<file path="config.mk">
export PLATFORM = sky130hd
export DESIGN_NAME = tcdm_burst_master_flat
export DESIGN_NICKNAME = d
export VERILOG_FILES = /design/src/rtl/tcdm_burst_master_if.sv /design/src/rtl/tcdm_burst_master.sv /design/src/flat_wrapper.sv
export SDC_FILE = /design/constraint.sdc
export NUM_CORES = 1
export LEC_CHECK = 0
export BUFFER_PORTS_ARGS = -buffer_cell sky130_fd_sc_hd__buf_2
export CAP_MARGIN = 40
export CORE_MARGIN = 1.5
export CORE_UTILIZATION = 41
export CTS_BUF_LIST = sky130_fd_sc_hd__clkbuf_16
export DETAILED_ROUTE_END_ITERATION = 7
export GPL_TIMING_DRIVEN = 0
export PLACE_DENSITY_LB_ADDON = 0.3
export SETUP_SLACK_MARGIN = 0.5
export SYNTH_ARGS = -nofsm -noshare
export SYNTH_HDL_FRONTEND = slang
export SYNTH_SLANG_ARGS = --single-unit
</file>
<file path="constraint.sdc">
create_clock -name clk_i -period 5.02 [get_ports clk_i]
set_input_delay 0.753 -clock clk_i [delete_from_list [all_inputs] [get_ports clk_i]]
set_output_delay 0.753 -clock clk_i [all_outputs]
set_load 0.005 [all_outputs]
</file>
<file path="src/rtl/tcdm_burst_master_if.sv">
// TCDM request/response bus between a burst initiator and the interconnect.
//   req/add/wen/wdata/be : request channel driven by the master (wen=0 is a write)
//   gnt                  : request accepted by the interconnect
//   r_valid/r_rdata      : one response per granted request, one cycle after grant
interface tcdm_burst_master_if #(
    parameter int unsigned ADDR_WIDTH = 32,
    parameter int unsigned DATA_WIDTH = 32
);
    logic                  req;
    logic [ADDR_WIDTH-1:0] add;
    logic                  wen;
    logic [DATA_WIDTH-1:0] wdata;
    logic [3:0]            be;
    logic                  gnt;
    logic                  r_valid;
    logic [DATA_WIDTH-1:0] r_rdata;

    modport master (
        output req, add, wen, wdata, be,
        input  gnt, r_valid, r_rdata
    );

    modport slave (
        input  req, add, wen, wdata, be,
        output gnt, r_valid, r_rdata
    );
endinterface

</file>
<file path="src/rtl/tcdm_burst_master.sv">
// Burst initiator: turns one command (word-aligned base, word count, direction)
// into consecutive 32-bit TCDM word requests. Write data arrives on a
// valid/ready stream, read data leaves through a small FIFO on a valid/ready
// stream. DATA_WIDTH must be 32; MAX_OUTSTANDING must be >= 1.
//   clk_i, rst_i                   : clock, synchronous active-high reset
//   cmd_valid_i/cmd_ready_o        : command handshake (addr, len, we)
//   wdata_valid_i/wdata_ready_o    : write data stream
//   rdata_valid_o/rdata_ready_i    : read data stream
//   tcdm                           : TCDM master port
//   busy_o                         : burst in progress
//   done_o                         : one-cycle pulse when a burst completes
//
// state | meaning
// IDLE  | accepting commands
// RUN   | issuing word requests, words still remaining
// DRAIN | all requests granted, waiting for responses / read FIFO to empty
module tcdm_burst_master #(
    parameter int unsigned ADDR_WIDTH      = 32,
    parameter int unsigned DATA_WIDTH      = 32,
    parameter int unsigned LEN_WIDTH       = 16,
    parameter int unsigned MAX_OUTSTANDING = 2
) (
    input  logic                  clk_i,
    input  logic                  rst_i,
    input  logic                  cmd_valid_i,
    output logic                  cmd_ready_o,
    input  logic [ADDR_WIDTH-1:0] cmd_addr_i,
    input  logic [LEN_WIDTH-1:0]  cmd_len_i,
    input  logic                  cmd_we_i,
    input  logic                  wdata_valid_i,
    output logic                  wdata_ready_o,
    input  logic [DATA_WIDTH-1:0] wdata_i,
    output logic                  rdata_valid_o,
    input  logic                  rdata_ready_i,
    output logic [DATA_WIDTH-1:0] rdata_o,
    tcdm_burst_master_if.master   tcdm,
    output logic                  busy_o,
    output logic                  done_o
);
    localparam int unsigned CNT_W = $clog2(MAX_OUTSTANDING + 1);
    localparam int unsigned PTR_W = (MAX_OUTSTANDING > 1) ? $clog2(MAX_OUTSTANDING) : 1;

    localparam logic [CNT_W:0]      MAX_CNT   = MAX_OUTSTANDING[CNT_W:0];
    localparam logic [CNT_W-1:0]    CNT_ONE   = 1;
    localparam logic [PTR_W-1:0]    PTR_ONE   = 1;
    localparam logic [PTR_W-1:0]    LAST_PTR  = PTR_W'(MAX_OUTSTANDING - 1);
    localparam logic [ADDR_WIDTH-1:0] ADDR_STEP = 4;
    localparam logic [LEN_WIDTH-1:0]  LEN_ONE   = 1;

    typedef enum logic [1:0] {IDLE, RUN, DRAIN} state_t;

    state_t                state_q, state_d;
    logic [ADDR_WIDTH-1:0] addr_q, addr_d;
    logic [LEN_WIDTH-1:0]  remaining_q, remaining_d;
    logic                  we_q, we_d;
    logic [CNT_W-1:0]      outstanding_q, outstanding_d;
    logic                  done_q, done_d;

    logic [DATA_WIDTH-1:0] fifo_mem [MAX_OUTSTANDING];
    logic [PTR_W-1:0]      wr_ptr_q, rd_ptr_q;
    logic [CNT_W-1:0]      fifo_cnt_q, fifo_cnt_d;

    logic                  run;
    logic [CNT_W:0]        in_use;
    logic                  credit;
    logic                  req_issue;
    logic                  grant;
    logic                  resp;
    logic                  push;
    logic                  pop;

    logic unused_addr_bits;
    assign unused_addr_bits = ^cmd_addr_i[1:0];

    function automatic logic [PTR_W-1:0] ptr_inc(input logic [PTR_W-1:0] p);
        return (p == LAST_PTR) ? '0 : p + PTR_ONE;
    endfunction

    // Reads also count words parked in the FIFO: responses cannot be stalled,
    // so every granted read must already own a FIFO slot.
    assign run       = (state_q == RUN);
    assign in_use    = {1'b0, outstanding_q} + (we_q ? '0 : {1'b0, fifo_cnt_q});
    assign credit    = (in_use < MAX_CNT);
    assign req_issue = run && (remaining_q != '0) && credit && (!we_q || wdata_valid_i);
    assign grant     = req_issue && tcdm.gnt;
    assign resp      = tcdm.r_valid && (outstanding_q != '0);
    assign push      = resp && !we_q;
    assign pop       = rdata_valid_o && rdata_ready_i;

    always_comb begin
        outstanding_d = outstanding_q;
        case ({grant, resp})
            2'b10:   outstanding_d = outstanding_q + CNT_ONE;
            2'b01:   outstanding_d = outstanding_q - CNT_ONE;
            default: outstanding_d = outstanding_q;
        endcase
    end

    always_comb begin
        fifo_cnt_d = fifo_cnt_q;
        case ({push, pop})
            2'b10:   fifo_cnt_d = fifo_cnt_q + CNT_ONE;
            2'b01:   fifo_cnt_d = fifo_cnt_q - CNT_ONE;
            default: fifo_cnt_d = fifo_cnt_q;
        endcase
    end

    always_comb begin
        state_d     = state_q;
        addr_d      = addr_q;
        remaining_d = remaining_q;
        we_d        = we_q;
        done_d      = 1'b0;
        case (state_q)
            IDLE: begin
                if (cmd_valid_i) begin
                    addr_d      = {cmd_addr_i[ADDR_WIDTH-1:2], 2'b00};
                    remaining_d = cmd_len_i;
                    we_d        = cmd_we_i;
                    if (cmd_len_i != '0) begin
                        state_d = RUN;
                    end else begin
                        done_d = 1'b1;
                    end
                end
            end
            RUN: begin
                if (grant) begin
                    addr_d      = addr_q + ADDR_STEP;
                    remaining_d = remaining_q - LEN_ONE;
                    if (remaining_q == LEN_ONE) begin
                        state_d = DRAIN;
                    end
                end
            end
            DRAIN: begin
                // Look at next-cycle counts so done lands the cycle right after
                // the final retire / pop.
                if ((outstanding_d == '0) && (we_q || (fifo_cnt_d == '0))) begin
                    state_d = IDLE;
                    done_d  = 1'b1;
                end
            end
            default: state_d = IDLE;
        endcase
    end

    always_ff @(posedge clk_i) begin
        if (rst_i) begin
            state_q       <= IDLE;
            addr_q        <= '0;
            remaining_q   <= '0;
            we_q          <= 1'b0;
            outstanding_q <= '0;
            done_q        <= 1'b0;
            fifo_cnt_q    <= '0;
            wr_ptr_q      <= '0;
            rd_ptr_q      <= '0;
        end else begin
            state_q       <= state_d;
            addr_q        <= addr_d;
            remaining_q   <= remaining_d;
            we_q          <= we_d;
            outstanding_q <= outstanding_d;
            done_q        <= done_d;
            fifo_cnt_q    <= fifo_cnt_d;
            if (push) wr_ptr_q <= ptr_inc(wr_ptr_q);
            if (pop)  rd_ptr_q <= ptr_inc(rd_ptr_q);
        end
    end

    always_ff @(posedge clk_i) begin
        if (rst_i) begin
            for (int i = 0; i < int'(MAX_OUTSTANDING); i++) begin
                fifo_mem[i] <= '0;
            end
        end else if (push) begin
            fifo_mem[wr_ptr_q] <= tcdm.r_rdata;
        end
    end

    // Request fields are forced to zero outside RUN so the port is quiet in reset/idle.
    assign tcdm.req      = req_issue;
    assign tcdm.add      = run ? addr_q : '0;
    assign tcdm.wen      = run && !we_q;
    assign tcdm.be       = run ? 4'hF : 4'h0;
    assign tcdm.wdata    = (run && we_q) ? wdata_i : '0;

    assign cmd_ready_o   = (state_q == IDLE);
    assign wdata_ready_o = grant && we_q;
    assign rdata_valid_o = (fifo_cnt_q != '0);
    assign rdata_o       = rdata_valid_o ? fifo_mem[rd_ptr_q] : '0;
    assign busy_o        = (state_q != IDLE);
    assign done_o        = done_q;
endmodule

</file>
<file path="src/flat_wrapper.sv">
// flat-port wrapper written by rule: the top's interface ports become plain ports
module tcdm_burst_master_flat 
#(
    parameter int unsigned ADDR_WIDTH      = 32,
    parameter int unsigned DATA_WIDTH      = 32,
    parameter int unsigned LEN_WIDTH       = 16,
    parameter int unsigned MAX_OUTSTANDING = 2
)
  (clk_i, rst_i, cmd_valid_i, cmd_ready_o, cmd_addr_i, cmd_len_i, cmd_we_i, wdata_valid_i, wdata_ready_o, wdata_i, rdata_valid_o, rdata_ready_i, rdata_o, busy_o, done_o, tcdm_req, tcdm_add, tcdm_wen, tcdm_wdata, tcdm_be, tcdm_gnt, tcdm_r_valid, tcdm_r_rdata);
  tcdm_burst_master_if #(.ADDR_WIDTH(ADDR_WIDTH), .DATA_WIDTH(DATA_WIDTH)) tcdm_i ();
  input  logic clk_i;
  input  logic rst_i;
  input  logic cmd_valid_i;
  output logic cmd_ready_o;
  input  logic [ADDR_WIDTH-1:0] cmd_addr_i;
  input  logic [LEN_WIDTH-1:0] cmd_len_i;
  input  logic cmd_we_i;
  input  logic wdata_valid_i;
  output logic wdata_ready_o;
  input  logic [DATA_WIDTH-1:0] wdata_i;
  output logic rdata_valid_o;
  input  logic rdata_ready_i;
  output logic [DATA_WIDTH-1:0] rdata_o;
  output logic busy_o;
  output logic done_o;
  output wire logic [$bits(tcdm_i.req)-1:0] tcdm_req;
  output wire logic [$bits(tcdm_i.add)-1:0] tcdm_add;
  output wire logic [$bits(tcdm_i.wen)-1:0] tcdm_wen;
  output wire logic [$bits(tcdm_i.wdata)-1:0] tcdm_wdata;
  output wire logic [$bits(tcdm_i.be)-1:0] tcdm_be;
  input wire logic [$bits(tcdm_i.gnt)-1:0] tcdm_gnt;
  input wire logic [$bits(tcdm_i.r_valid)-1:0] tcdm_r_valid;
  input wire logic [$bits(tcdm_i.r_rdata)-1:0] tcdm_r_rdata;
  assign tcdm_req = tcdm_i.req;
  assign tcdm_add = tcdm_i.add;
  assign tcdm_wen = tcdm_i.wen;
  assign tcdm_wdata = tcdm_i.wdata;
  assign tcdm_be = tcdm_i.be;
  assign tcdm_i.gnt = tcdm_gnt;
  assign tcdm_i.r_valid = tcdm_r_valid;
  assign tcdm_i.r_rdata = tcdm_r_rdata;
  tcdm_burst_master #(.ADDR_WIDTH(ADDR_WIDTH), .DATA_WIDTH(DATA_WIDTH), .LEN_WIDTH(LEN_WIDTH), .MAX_OUTSTANDING(MAX_OUTSTANDING)) u_core (.clk_i(clk_i), .rst_i(rst_i), .cmd_valid_i(cmd_valid_i), .cmd_ready_o(cmd_ready_o), .cmd_addr_i(cmd_addr_i), .cmd_len_i(cmd_len_i), .cmd_we_i(cmd_we_i), .wdata_valid_i(wdata_valid_i), .wdata_ready_o(wdata_ready_o), .wdata_i(wdata_i), .rdata_valid_o(rdata_valid_o), .rdata_ready_i(rdata_ready_i), .rdata_o(rdata_o), .tcdm(tcdm_i), .busy_o(busy_o), .done_o(done_o));
endmodule
</file>
== Word-level counts from Yosys, hierarchy flattened ==
Memories as Yosys holds them, arrays and structs flattened. A register that Yosys moved wholly into a read port is not among the register bits.
Cells that the tools add are included.
Cells by class
  add/subtract/negate cells: 9
  magnitude comparators: 1
  eq/ne operators: 12
  mux-type cells: 35
  reductions and logical operators: 27
Operator list (count)
  two-way mux 32 bit: 6
  one-hot mux 32 bit (2 select lines): 1
  adder 32 x 3 -> 32 bit (second input constant): 1
  two-way mux 16 bit: 2
  one-hot mux 16 bit (2 select lines): 1
  nonzero test 16 bit: 2
  OR reduction 32 bit: 1
  equality test 16 x 1 -> 1 bit (second input constant): 1
  subtractor 16 x 1 -> 16 bit (second input constant): 1
  two-way mux 1 bit: 14
  two-way mux 2 bit: 6
  logical AND 1 bit: 11
  one-hot mux 2 bit (2 select lines): 2
  nonzero test 2 bit: 4
  equality test 2 x 1 -> 1 bit (second input constant): 3
  equality test 2 bit (second input constant): 3
  zero test 2 bit: 3
  inequality test 2 bit (second input constant): 3
  one-hot mux 2 bit (3 select lines): 1
  AND reduction 5 bit: 1
  adder 2 x 1 -> 2 bit (second input constant): 2
  two-way mux 4 bit: 1
  inequality test 2 x 1 -> 1 bit (second input constant): 2
  subtractor 2 x 1 -> 2 bit (second input constant): 2
  other kinds (8): 10
Storage, ports and cells
  bits in registers: 58
  RAM bits: 64
  input bits: 120
  output and inout bits: 107
  logic and storage cells: 94
  memories: 1
Memories
  u_core.fifo_mem: depth 2, width 32, read ports 1, clocked after memory_dff 1, write ports 2, line tcdm_burst_master.sv:59  | logic [DATA_WIDTH-1:0] fifo_mem [MAX_OUTSTANDING];

== Logic depth before layout (Yosys ltp) ==
Gate-level depths: netlist of run 1.
  word-level depth: 12
  depth in mapped cells: 14
  mapped depth without buffers: 13

== Worst setup path after synthesis of run 1 ==
Ideal clock, no wire load.
  kind: input to register
  start point: input tcdm_r_valid
  end point: memory u_core.fifo_mem[0][0] (enable)
  library setup time: 466 ps
  arrival: 3307 ps
  required time: 4554 ps
  setup slack: 1247 ps
  stages on the path: 3
  buffers on the path: 0
  path through: o21a_1 -> nand2b_1 -> o21ai_0
RTL lines
  from (decl): line flat_wrapper.sv:32  | input wire logic [$bits(tcdm_i.r_valid)-1:0] tcdm_r_valid;
  to (decl): line tcdm_burst_master.sv:59

== Worst setup path after layout of run 1 ==
  start point: register u_core.we_q
  end point: register u_core.state_q[1]
Between the ends
  cells in the longest elaborated chain, start to end: 12
  elaborated cells between the ends (all ways): 22
  classes of those cells: add/sub: 1; order compare: 1; eq/ne: 6; mux: 3; reduce/logical: 11
Ends and longest elaborated chain
  from (decl): line tcdm_burst_master.sv:55  | logic we_q, we_d;
  from (signal assigned): line tcdm_burst_master.sv:163  | we_q <= we_d;
  two-way mux 2 bit: line tcdm_burst_master.sv:82  | assign in_use = {1'b0, outstanding_q} + (we_q ? '0 : {1'b0, fifo_cnt_q});
  adder 2 x 3 -> 3 bit: line tcdm_burst_master.sv:82
  < comparator 3 x 2 -> 1 bit: line tcdm_burst_master.sv:83  | assign credit = (in_use < MAX_CNT);
  logical AND 1 bit (2 in a row): line tcdm_burst_master.sv:84  | assign req_issue = run && (remaining_q != '0) && credit && (!we_q || wdata_valid_i);
  logical AND 1 bit: line tcdm_burst_master.sv:85  | assign grant = req_issue && tcdm.gnt;
  equality test 2 x 1 -> 1 bit / equality test 2 bit (equally long branches): line tcdm_burst_master.sv:92  | case ({grant, resp})
  one-hot mux 2 bit (2 select lines): line tcdm_burst_master.sv:92
  zero test 2 bit: line tcdm_burst_master.sv:139  | if ((outstanding_d == '0) && (we_q || (fifo_cnt_d == '0))) begin
  logical AND 1 bit: line tcdm_burst_master.sv:139
  inequality test 2 x 1 -> 1 bit (no line)
  AND reduction 5 bit (no line) *
  to (signal assigned): line tcdm_burst_master.sv:160  | state_q <= state_d;
  to (decl): line tcdm_burst_master.sv:52  | state_t state_q, state_d;
Every way passes the cells marked *; elsewhere a longest branch is shown, timed or not.
A chain may end at the register's enable or synchronous reset.

==> results of run 1 <==
==> cell usage in the layout, fill, tap and decap left out, types with 4 or more instances in the layout <==
| master | synthesis | layout |
|---|---|---|
| nand4_1 | 16 | 16 |
| buf_2 | 1 | 222 |
| and3_1 | 41 | 41 |
| buf_4 | 12 | 13 |
| a21oi_1 | 61 | 61 |
| ha_1 | 5 | 5 |
| a21o_1 | 9 | 9 |
| inv_1 | 8 | 8 |
| nor2_1 | 77 | 77 |
| o31ai_1 | 7 | 7 |
| and2_1 | 101 | 101 |
| xnor2_1 | 4 | 4 |
| inv_6 | 0 | 5 |
| clkbuf_16 | 0 | 17 |
| edfxtp_1 | 64 | 64 |
| clkbuf_1 | 51 | 51 |
| or3_1 | 8 | 8 |
| inv_8 | 0 | 5 |
| nand4b_1 | 4 | 4 |
| o21ai_1 | 21 | 21 |
| buf_1 | 5 | 5 |
| o32ai_1 | 5 | 5 |
| a31o_1 | 4 | 4 |
| or2_2 | 6 | 6 |
| a31oi_1 | 10 | 10 |
| nand2_1 | 51 | 51 |
| nand3_1 | 14 | 14 |
| o31a_1 | 4 | 4 |
| nor4_1 | 11 | 11 |
| o21ai_0 | 16 | 15 |
| nand2b_1 | 12 | 12 |
| nor3_1 | 18 | 18 |
| mux2i_1 | 32 | 32 |
| dfxtp_1 | 57 | 57 |
==> worst paths after layout <==
check                                    endpoint         startpoint  cells after the start
worst max-delay path            u_core.state_q[1]        u_core.we_q                     14
worst min-delay path                u_core.done_o  u_core.state_q[0]                      1
worst max register to register  u_core.state_q[1]        u_core.we_q                     14
worst min register to register      u_core.done_o  u_core.state_q[0]                      1
==> through the flow <==
stage,TNS [ns],hold slack [ns]
CTS,0,0.474
detailed placement,0,0.465
global route,0,0.506
floorplan,0,0.439
finish,0,0.474
global placement,-5.24,0.466
==> state kept, by name (all words and copies together), names as in the netlist, named ones only <==
| name | flops |
|---|---|
| u_core.we_q | 1 |
| u_core.done_o | 1 |
| u_core.rd_ptr_q | 1 |
| u_core.fifo_cnt_q | 2 |
| u_core.remaining_q | 16 |
| u_core.wr_ptr_q | 1 |
| u_core.fifo_mem | 64 |
| u_core.addr_q | 30 |
| u_core.outstanding_q | 2 |
| u_core.state_q | 2 |
==> Yosys cell counts (all sizes together), types with 2 or more instances <==
cell and instances:
and2 102, nor2 77, edfxtp 64, a21oi 61, dfxtp 57, clkbuf 51
nand2 51, and3 41, o21ai 38, mux2i 32, buf 19, nor3 18
nand4 16, nand3 14, nor4 13, nand2b 12, a31oi 10, a21o 9
inv 8, or3 8, o31ai 7, or2 6, ha 5, o32ai 5
a31o 4, nand4b 4, o31a 4, xnor2 4, a211oi 3, a22o 3
a22oi 3, and4 3, nand3b 3, nor3b 3, o21a 3, o41ai 3
or4 3, xor2 3, a211o 2, a311oi 2, nor4bb 2, or4b 2
==> logic make-up (layout without fill, tap and decap cells) <==
group / Yosys count / after routing
other: 1 / 5
buffers and inverters: 78 / 334
AND/OR/NAND/NOR: 381 / 381
XOR/XNOR: 7 / 7
multiplexers: 33 / 33
flip-flops: 121 / 121
AO/OA/AOI/OAI: 164 / 164
adder cells (fa/ha/maj): 6 / 6
==> routing by layer <==
layer	routed length [um]	global-route usage
met3	1550	0.0445
met2	10300	0.404
met1	9000	0.303
met5	0	0
met4	602	0.0930
==> power by group through the flow <==
stage          Sequential (mW)  Combinational, mW  Clock (mW)
2_1_floorplan             1.23              0.543           0
3_3_place_gp              1.25              0.809           0
3_5_place_dp              1.24              0.831           0
4_1_cts                   1.22              0.837        1.20
5_1_grt                   1.24              0.922        1.24
6_report                  1.23              0.838        1.19
==> cell type report <==
cell class	count	area [um^2]
fillers	1557	7610
clock inverters	15	148
flip-flops and latches	121	3060
inverters	8	30.0
diodes	3	7.51
clock buffers	17	425
multi-input cells	593	3610
plain buffers	70	317
well taps	220	275
repair buffers	224	1150
==> summary.md, run 1 <==
| Metric | Value |
|---|---|
| Hold WC Path Type | flip-flop to flip-flop |
| Vias/cell | 5.47 |
| CP Buf/Inv Count | 3 |
| CP dominant cell by count | nor2_1 |
| Internal cell power | 2.16 mW |
| Setup CP Type | flip-flop to flip-flop |
| Routed WL | 21500 um |
| Critical Path RT | 5.36 ns |
| P_leak | 3.95 nW |
| Seq pwr share | 0.377 |
| Slew margin rel. | 0.456 |
| Post-CTS Setup Bufs | 0 |
| Yosys warning count | 0 |
| Average cell area after synthesis | 8.85 um^2 |
| Post-Synth XOR/XNOR Area | 0.00875 |
| Clock Power Share | 0.365 |
| CP Cell Sequence | clkbuf_1 -> clkbuf_1 -> nor2_1 -> fa_1 -> nor2_1 -> nand4_1 -> nor2_1 -> inv_1 -> ha_1 -> nand3b_1 -> a21oi_1 -> o32a_1 -> or3b_2 -> a21oi_1 |
| Number of synthesized flops with an enable pin | 64 |
| Number of global-route vias before repair | 6423 |
| Tot Pwr | 3.25 mW |
| Dpl hpwl | 15300 um |
| Largest family of logic cells by synthesized area | simple AND/OR/NAND/NOR gates |
| Cell family with most CP delay | simple AND/OR/NAND/NOR gates |
| Unrepaired setup endpoints after global routing | false |
| Final Hold Fails | 0 |
| Row count | 47 |
| Initial antenna violation count | 3 |
| Psw | 1.10 mW |
| Width of the die | 134 um |
| Buffers on Ports | 221 |
| DIE AREA | 17900 um^2 |
| Final Setup Violations | 0 |
| CP max-delay cell | or3b_2 |
| Starting DRT DRC Count | 568 |
| CTS tree | yes |
| Number of I/O pins | 227 |
| Worst-path fanout max | 10 |
| Layout cells sized above 1 | 0.272 |
| Multiplexer area fraction after synthesis | 0.0473 |
| CTS Buf Count | 17 |
| Nets | 1161 |
| Finished Layout Cells | 1271 |
| Critical Path AT | 4.25 ns |
| CTS H-tree depth | 4 |
| Peak supply drop | 0.284 mV |
| Drt drc | 0 |
| Post-DR wirelength/cell | 16.9 um |
| Asr flop ratio synth | 0 |
| RePlAce Congestion | 0.896 |
| Fin worst setup slack | 1.12 ns |
| Die H | 134 um |
| Switching portion of total power | 0.337 |
| Final Critical Period | 3.90 ns |
| Largest net degree at the start of global routing | 33 |
| Period utilization | 0.778 |
| Gr usage total | 0.239 |
| Prevailing post-synth register cell | edfxtp_1 |
| Synthesized area | 7000 um^2 |
| Core area | 16600 um^2 |
| Finished Cell Area | 9030 um^2 |
| CTS Sinks | 121 |
| Clock-pin slew of the registers on the worst-case setup and hold paths | 0.06 ns |
| Max clock buf depth | 2 |
| Top-area cell type share of the netlist area | 0.274 |
| Simple-gate share of the synthesized area | 0.299 |
| Ranking of synthesized cells by area | edfxtp_1, dfxtp_1, and2_1 |
| First-pass GRT wire length | 33100 um |
| DR vias | 6947 |
| Combinational power share | 0.258 |
| Pwr/cell area | 360 nW/um^2 |
| Compound-Gate Fraction of Synth Area | 0.146 |
| Pre-CTS setup slack | 1.10 ns |
| Hold_buf cts | 0 |
| Slew Viols, Final | 0 |
| Number of synthesized register bits | 121 |
| Yosys cell types | 65 |
| Worst-Margin Slew | 0.815 ns |
| Final Util | 0.542 |
| Cell count after placement | 1236 |
| Max Clk Rate | 0.256 GHz |
| Crit. End Element | flip-flop |
| CTS root buf | clkbuf_16 |
| Grt total ovfl | 0 |
| Cells after Synth | 791 |
| Adder-cell share of the synthesized area | 0.0118 |
| Synth area leader | edfxtp_1 |
| # resized after CTS | 0 |
| Area grow syn2layout | 28.9% |
| Final Skew | 0.0110 ns |
| Clk_lat worst skew | 0.43 ns |
| Setup crit start kind | flip-flop |
| Area after DPL | 8450 um^2 |
| Pre-antenna DRT Iters | 5 |
| Routed Antenna Nets | 0 |
| Sequential area share after synthesis | 0.437 |
| Crit-path max cell delay | 0.45 ns |
| Initial Utilization | 0.421 |
| Status | finished, final reports clean |
| Max-Cap Viols | 0 |
| Register-to-Register Setup Slack | 1.12 ns |
Note: power is estimated with default switching activity, not from simulation.
==> inputs of run 2 (changes only) <==
==> constraint.sdc (replaced) <==
create_clock -name clk_i -period 3.55 [get_ports clk_i]
set_input_delay 0.5325 -clock clk_i [delete_from_list [all_inputs] [get_ports clk_i]]
set_output_delay 0.5325 -clock clk_i [all_outputs]
set_load 0.005 [all_outputs]
==> run 2 against run 1 <==
Effect of this change:
- critical path type is now flip-flop to output port
- utilization up 0.62 points
- sequential power up 41%
- routed wire length up 1.1%
- flip-flop and latch count unchanged
- clock skew fell by 0.0019 ns
- count of clock-buffer cells in the layout is the same
- highest routed layer unchanged
- largest cell class unchanged
- critical path depth down 4
- register-to-register slack worse by 0.53 ns
- non-clock buffer count rose by 5
==> summary.md, run 2 (synthesis gave the netlist of run 1 again) <==
| Metric | Value |
|---|---|
| Status | finished, final reports clean |
| DR vias | 6927 |
| Setup CP Type | flip-flop to output port |
| Width of the die | 134 um |
| Hold_buf cts | 0 |
| # diodes | 0 |
| Cell count after placement | 1236 |
| Biggest regs | u_core.fifo_mem x64, u_core.addr_q x30, u_core.remaining_q x16 |
| Max-Cap Viols | 0 |
| Finished Layout Cells | 1273 |
| Max Clk Rate | 0.337 GHz |
| Routed WL | 21700 um |
| Clk_lat worst skew | 0.43 ns |
| Number of I/O pins | 227 |
| Critical Path AT | 2.43 ns |
| Worst-path fanout max | 10 |
| Commonest non-fill, non-tap cell in the layout | buf_2 |
| Reg with most FFs | u_core.fifo_mem |
| P_leak | 4.02 nW |
| Max clock buf depth | 2 |
| Commonest cells after routing, fill and taps aside | buf_2, and2_1, nor2_1, edfxtp_1, a21oi_1 |
| Setup crit start kind | flip-flop |
| Crit path launch | u_core.we_q |
| Reg2reg start | u_core.we_q |
| Switching portion of total power | 0.329 |
| Final Skew | 0.00914 ns |
| DR top layer | met4 |
| Internal cell power | 3.15 mW |
| Drt drc | 0 |
| Die H | 134 um |
| CTS Sinks | 121 |
| Row count | 47 |
| Pre-antenna DRT Iters | 5 |
| Startpoint of the worst hold path | cmd_we_i |
| Largest net degree at the start of global routing | 33 |
| Unrepaired setup endpoints after global routing | true |
| Peak supply drop | 0.433 mV |
| DIE AREA | 17900 um^2 |
| CTS Buf Count | 17 |
| Period utilization | 0.835 |
| Hold slack | 0.349 ns |
| Dpl hpwl | 15400 um |
| Core area | 16600 um^2 |
| Hold WC Path Type | input port to flip-flop |
| Routed Antenna Nets | 0 |
| Met2 WL post-DR | 10500 um |
| Clock Power Share | 0.366 |
| Area grow syn2layout | 30.4% |
| Slew margin rel. | 0.456 |
| Pwr/cell area | 514 nW/um^2 |
| Buffers on Ports | 221 |
| Psw | 1.54 mW |
| CTS root buf | clkbuf_16 |
| Final Critical Period | 2.96 ns |
| Vias/cell | 5.44 |
| Max FFs per register | 64 |
| Combinational power share | 0.265 |
| Final Hold Fails | 0 |
| M1 WL | 9060 um |
| Clock-pin slew of the registers on the worst-case setup and hold paths | 0.05 ns |
| Final Setup Violations | 0 |
| Post-DR wirelength/cell | 17.1 um |
| First-pass GRT wire length | 33500 um |
| CTS tree | yes |
| RePlAce Congestion | 0.898 |
| Crit. End Element | output port |
| Starting DRT DRC Count | 444 |
| Critical Path RT | 3.02 ns |
| Initial antenna violation count | 0 |
| Number of global-route vias before repair | 6393 |
| Gr usage total | 0.242 |
| Worst-Margin Slew | 0.816 ns |
| CTS H-tree depth | 4 |
| Nets | 1166 |
| Layout cells sized above 1 | 0.294 |
| Register-to-Register Setup Slack | 0.59 ns |
| Grt total ovfl | 0 |
| Slew Viols, Final | 0 |
| Initial Utilization | 0.421 |
| Met3 WL | 1700 um |
| Seq pwr share | 0.370 |
## run 2: cell count changes in the layout (fill, tap and decap cells not counted), moves of 3 or more
cell / before / now
diode_2: 3 / 0
clkbuf_2: 0 / 5
inv_8: 5 / 2
inv_6: 5 / 8
buf_2: 222 / 225
clkbuf_1: 51 / 41
nor2_1: 77 / 74
buf_4: 13 / 18
## run 2: final timing paths
| path | endpoint | cells after the start |
|---|---|---|
| hold / removal | u_core.we_q | 3 |
| hold reg to reg | u_core.done_o | 1 |
| setup reg to reg | u_core.state_q[1] | 14 |
| setup / recovery | wdata_ready_o | 10 |
## run 2: timing repair
item | 4_1_cts | 5_1_grt
buffers inserted | 3 | 2
setup endpoints to repair | 57 | 24
pin swaps | 5 | 4
gates resized for setup | 17 | 14
hold endpoints to repair | 0 | 0
## run 2: stage by stage
stage	setup TNS [ns]	instance area, um^2	utilization	total power, mW	setup slack (ns)
6_report	0	9130	0.549	4.69	0.586
5_1_grt	0	9130	0.549	4.90	0.427
4_1_cts	0	9100	0.547	4.67	0.516
3_5_place_dp	0	8440	0.507	2.93	0.0321
3_3_place_gp	-4.13	8390	0.504	2.91	-0.131
2_1_floorplan	0	7010	-	2.50	0.551
## run 2: worst max-delay path: stages, from the launching register on
cell and delay [ns]:
dfxtp_4 0.35, buf_8 0.14, buf_8 0.13, nor2_4 0.10, fa_1 0.43, nor2_2 0.14
nand4_1 0.16, nor2_4 0.15, buf_4 0.17, and2_1 0.14, buf_2 0.11
## run 2: metal layers
metal  vias to the layer above  GRT usage
met5                         -          0
met4                         0      0.108
met3                        39     0.0407
met2                       314      0.399
met1                      3226      0.312
li1                       3348          -
## run 2: power by group through the flow
stage,clock (mW),combinational [mW],sequential [mW]
finish,1.72,1.24,1.73
floorplan,0,0.770,1.73
CTS,1.73,1.21,1.73
global route,1.78,1.37,1.75
global placement,0,1.15,1.76
detailed placement,0,1.17,1.76
## run 2: area by class of cell
type | count | area, um^2
Buffer | 70 | 349
Inverter | 8 | 30.0
Tap cell | 220 | 275
Clock inverter | 15 | 153
Fill cell | 1527 | 7510
Sequential cell | 121 | 3070
Clock buffer | 17 | 425
Timing Repair Buffer | 229 | 1180
Multi-Input combinational cell | 593 | 3650
==> inputs of run 3 (changes only) <==
==> constraint.sdc (replaced) <==
create_clock -name clk_i -period 2.72 [get_ports clk_i]
set_input_delay 0.408 -clock clk_i [delete_from_list [all_inputs] [get_ports clk_i]]
set_output_delay 0.408 -clock clk_i [all_outputs]
set_load 0.005 [all_outputs]
==> run 3 against run 2 <==
Effect of this change:
- the run now ends with negative setup slack left
- register-to-register slack worse by 0.74 ns
- via count grew 7.4%
- largest power group unchanged
- routed wire length is 15% higher
- critical path depth up 4
- flip-flop and latch count did not move
- utilization is 7.2 points higher
- clock skew up 0.0023 ns
- final area up 13%
==> summary.md, run 3 (synthesis gave the netlist of run 1 again) <==
| Metric | Value |
|---|---|
| Initial antenna violation count | 0 |
| CTS tree | yes |
| Setup crit start kind | flip-flop |
| Number of I/O pins | 227 |
| Nets | 1211 |
| Area after DPL | 8510 um^2 |
| Pre-antenna DRT Iters | 5 |
| Fillcell total | 1340 |
| Hold_buf cts | 0 |
| Routed Antenna Nets | 0 |
| Max-Cap Viols | 0 |
| Gr usage total | 0.271 |
| Final Skew | 0.0115 ns |
| Clk_lat worst skew | 0.43 ns |
| CTS Buf Count | 17 |
| Cell count after placement | 1236 |
| P_leak | 4.51 nW |
| Max FFs per register | 64 |
| Setup CP Type | flip-flop to flip-flop |
| CTS Sinks | 121 |
| Largest net degree at the start of global routing | 18 |
| Worst r2r dst | u_core.state_q[1] |
| Initial Utilization | 0.421 |
| Period utilization | 1.06 |
| CTS root buf | clkbuf_16 |
| Biggest regs | u_core.fifo_mem x64, u_core.addr_q x30, u_core.remaining_q x16 |
| Worst Reg-to-Reg Cells | 14 |
| CP endpoint | u_core.state_q[1] |
| DR vias | 7442 |
| Pwr/cell area | 645 nW/um^2 |
| Failing checks | negative setup slack |
| Clock-pin slew of the registers on the worst-case setup and hold paths | 0.06 ns |
| Worst-path fanout max | 4 |
| Total area of sequential cells | 3070 um^2 |
| Die H | 134 um |
| Slew Viols, Final | 0 |
| Final Setup Violations | 15 |
| Peak supply drop | 0.507 mV |
| Starting DRT DRC Count | 615 |
| # diodes | 0 |
| Max clock buf depth | 2 |
| Multi-input logic area | 4030 um^2 |
| Post-DR wirelength/cell | 19.0 um |
| Reg2reg start | u_core.we_q |
| RePlAce Congestion | 0.927 |
| Area grow syn2layout | 47.4% |
| Worst-Margin Slew | 0.861 ns |
| Buffers on Ports | 221 |
| Layout cells sized above 1 | 0.398 |
| Crit path launch | u_core.we_q |
| Critical Path AT | 3.24 ns |
| Vias/cell | 5.65 |
| Hold WC Path Type | input port to flip-flop |
| DIE AREA | 17900 um^2 |
| Unrepaired setup endpoints after global routing | true |
| Commonest cells after routing, fill and taps aside | buf_2, and2_1, nor2_1, edfxtp_1, dfxtp_1 |
| Critical Path RT | 3.08 ns |
| Reg with most FFs | u_core.fifo_mem |
| Core area | 16600 um^2 |
| Max Clk Rate | 0.347 GHz |
| Drt drc | 0 |
| Slew margin rel. | 0.421 |
| Routed WL | 25000 um |
| Fin worst setup slack | -0.158 ns |
| Crit. End Element | flip-flop |
| Final Critical Period | 2.88 ns |
| Number of global-route vias before repair | 6947 |
| Finished Layout Cells | 1318 |
| Commonest non-fill, non-tap cell in the layout | buf_2 |
| First-pass GRT wire length | 37100 um |
| Row count | 47 |
| CTS H-tree depth | 4 |
| Final Hold Fails | 0 |
| Width of the die | 134 um |
| Status | finished, violations left |
| Grt total ovfl | 0 |
| Dpl hpwl | 15900 um |
| Finished Cell Area | 10300 um^2 |
| Register-to-Register Setup Slack | -0.16 ns |
## run 3: cell types whose count changed in the layout (fill, tap and decap cells not counted), moves of 6 or more
| cell | delta |
|---|---|
| clkbuf_8 | +6 |
| buf_16 | +7 |
| buf_4 | +15 |
| buf_6 | +19 |
| a21oi_1 | -17 |
| clkbuf_1 | -12 |
| o21ai_2 | +19 |
| a21oi_2 | +13 |
| buf_8 | +6 |
| o21ai_1 | -18 |
## run 3: worst min-delay path by stage
stage | start | endpoint | slack, ns | cells past startpoint
after global routing | cmd_we_i | u_core.we_q | 0.26 | 3
after floorplan | u_core.state_q[0] | u_core.done_o | 0.45 | 1
after CTS | cmd_we_i | u_core.we_q | 0.24 | 3
final | cmd_we_i | u_core.we_q | 0.25 | 3
after global placement | u_core.remaining_q[14] | u_core.remaining_q[14] | 0.47 | 2
after detailed placement | u_core.remaining_q[14] | u_core.remaining_q[14] | 0.47 | 2
## run 3: cell type report
cell class / instances / area share
Buffer: 70 / 0.0578
Multi-Input combinational cell: 594 / 0.390
Sequential cell: 121 / 0.297
Timing Repair Buffer: 273 / 0.170
Inverter: 8 / 0.00339
Tap cell: 220 / 0.0267
Clock inverter: 15 / 0.0137
Clock buffer: 17 / 0.0412
## run 3: stage by stage
| stage | hold WS [ns] | setup WS (ns) | TNS [ns] | utilization | power, mW |
|---|---|---|---|---|---|
| floorplan | 0.448 | -0.0680 | -0.0680 | - | 3.29 |
| global placement | 0.470 | -0.353 | -2.03 | 0.508 | 3.82 |
| detailed placement | 0.474 | -0.390 | -2.53 | 0.511 | 3.86 |
| CTS | 0.244 | -0.0848 | -0.115 | 0.605 | 6.45 |
| global route | 0.259 | -0.255 | -3.00 | 0.620 | 6.88 |
| finish | 0.251 | -0.158 | -0.729 | 0.620 | 6.65 |
## run 3: report_power, final
| group | switching (mW) | internal (mW) |
|---|---|---|
| combinational | 1.14 | 1.04 |
| clock | 0.916 | 1.27 |
| sequential | 0.148 | 2.14 |
## run 3: repair_timing
action	4_1_cts	5_1_grt
cloned	9	1
resized for setup	151	51
pin swaps	61	22
buffers inserted	32	7
setup endpoints to repair	209	190
## run 3: routing by layer
| metal | track usage | vias to the layer above | routed length (um) | part of all wire |
|---|---|---|---|---|
| met5 | 0 | - | 0 | 0 |
| met4 | 0.126 | 0 | 969 | 0.039 |
| met3 | 0.0814 | 102 | 2470 | 0.099 |
| met2 | 0.438 | 456 | 11600 | 0.47 |
| met1 | 0.332 | 3455 | 9910 | 0.40 |
| li1 | - | 3429 | - | - |
## run 3: worst max-delay path, cell delays in order, from the launching register on
cell	delay [ns]
dfxtp_2	0.33
buf_8	0.12
clkbuf_16	0.13
nor2_4	0.08
fa_1	0.43
nor2_2	0.14
nand4_1	0.18
nor2_4	0.19
inv_2	0.06
ha_4	0.27
nand3b_1	0.12
a21oi_2	0.05
o32a_1	0.20
or3b_4	0.39
a21oi_2	0.11
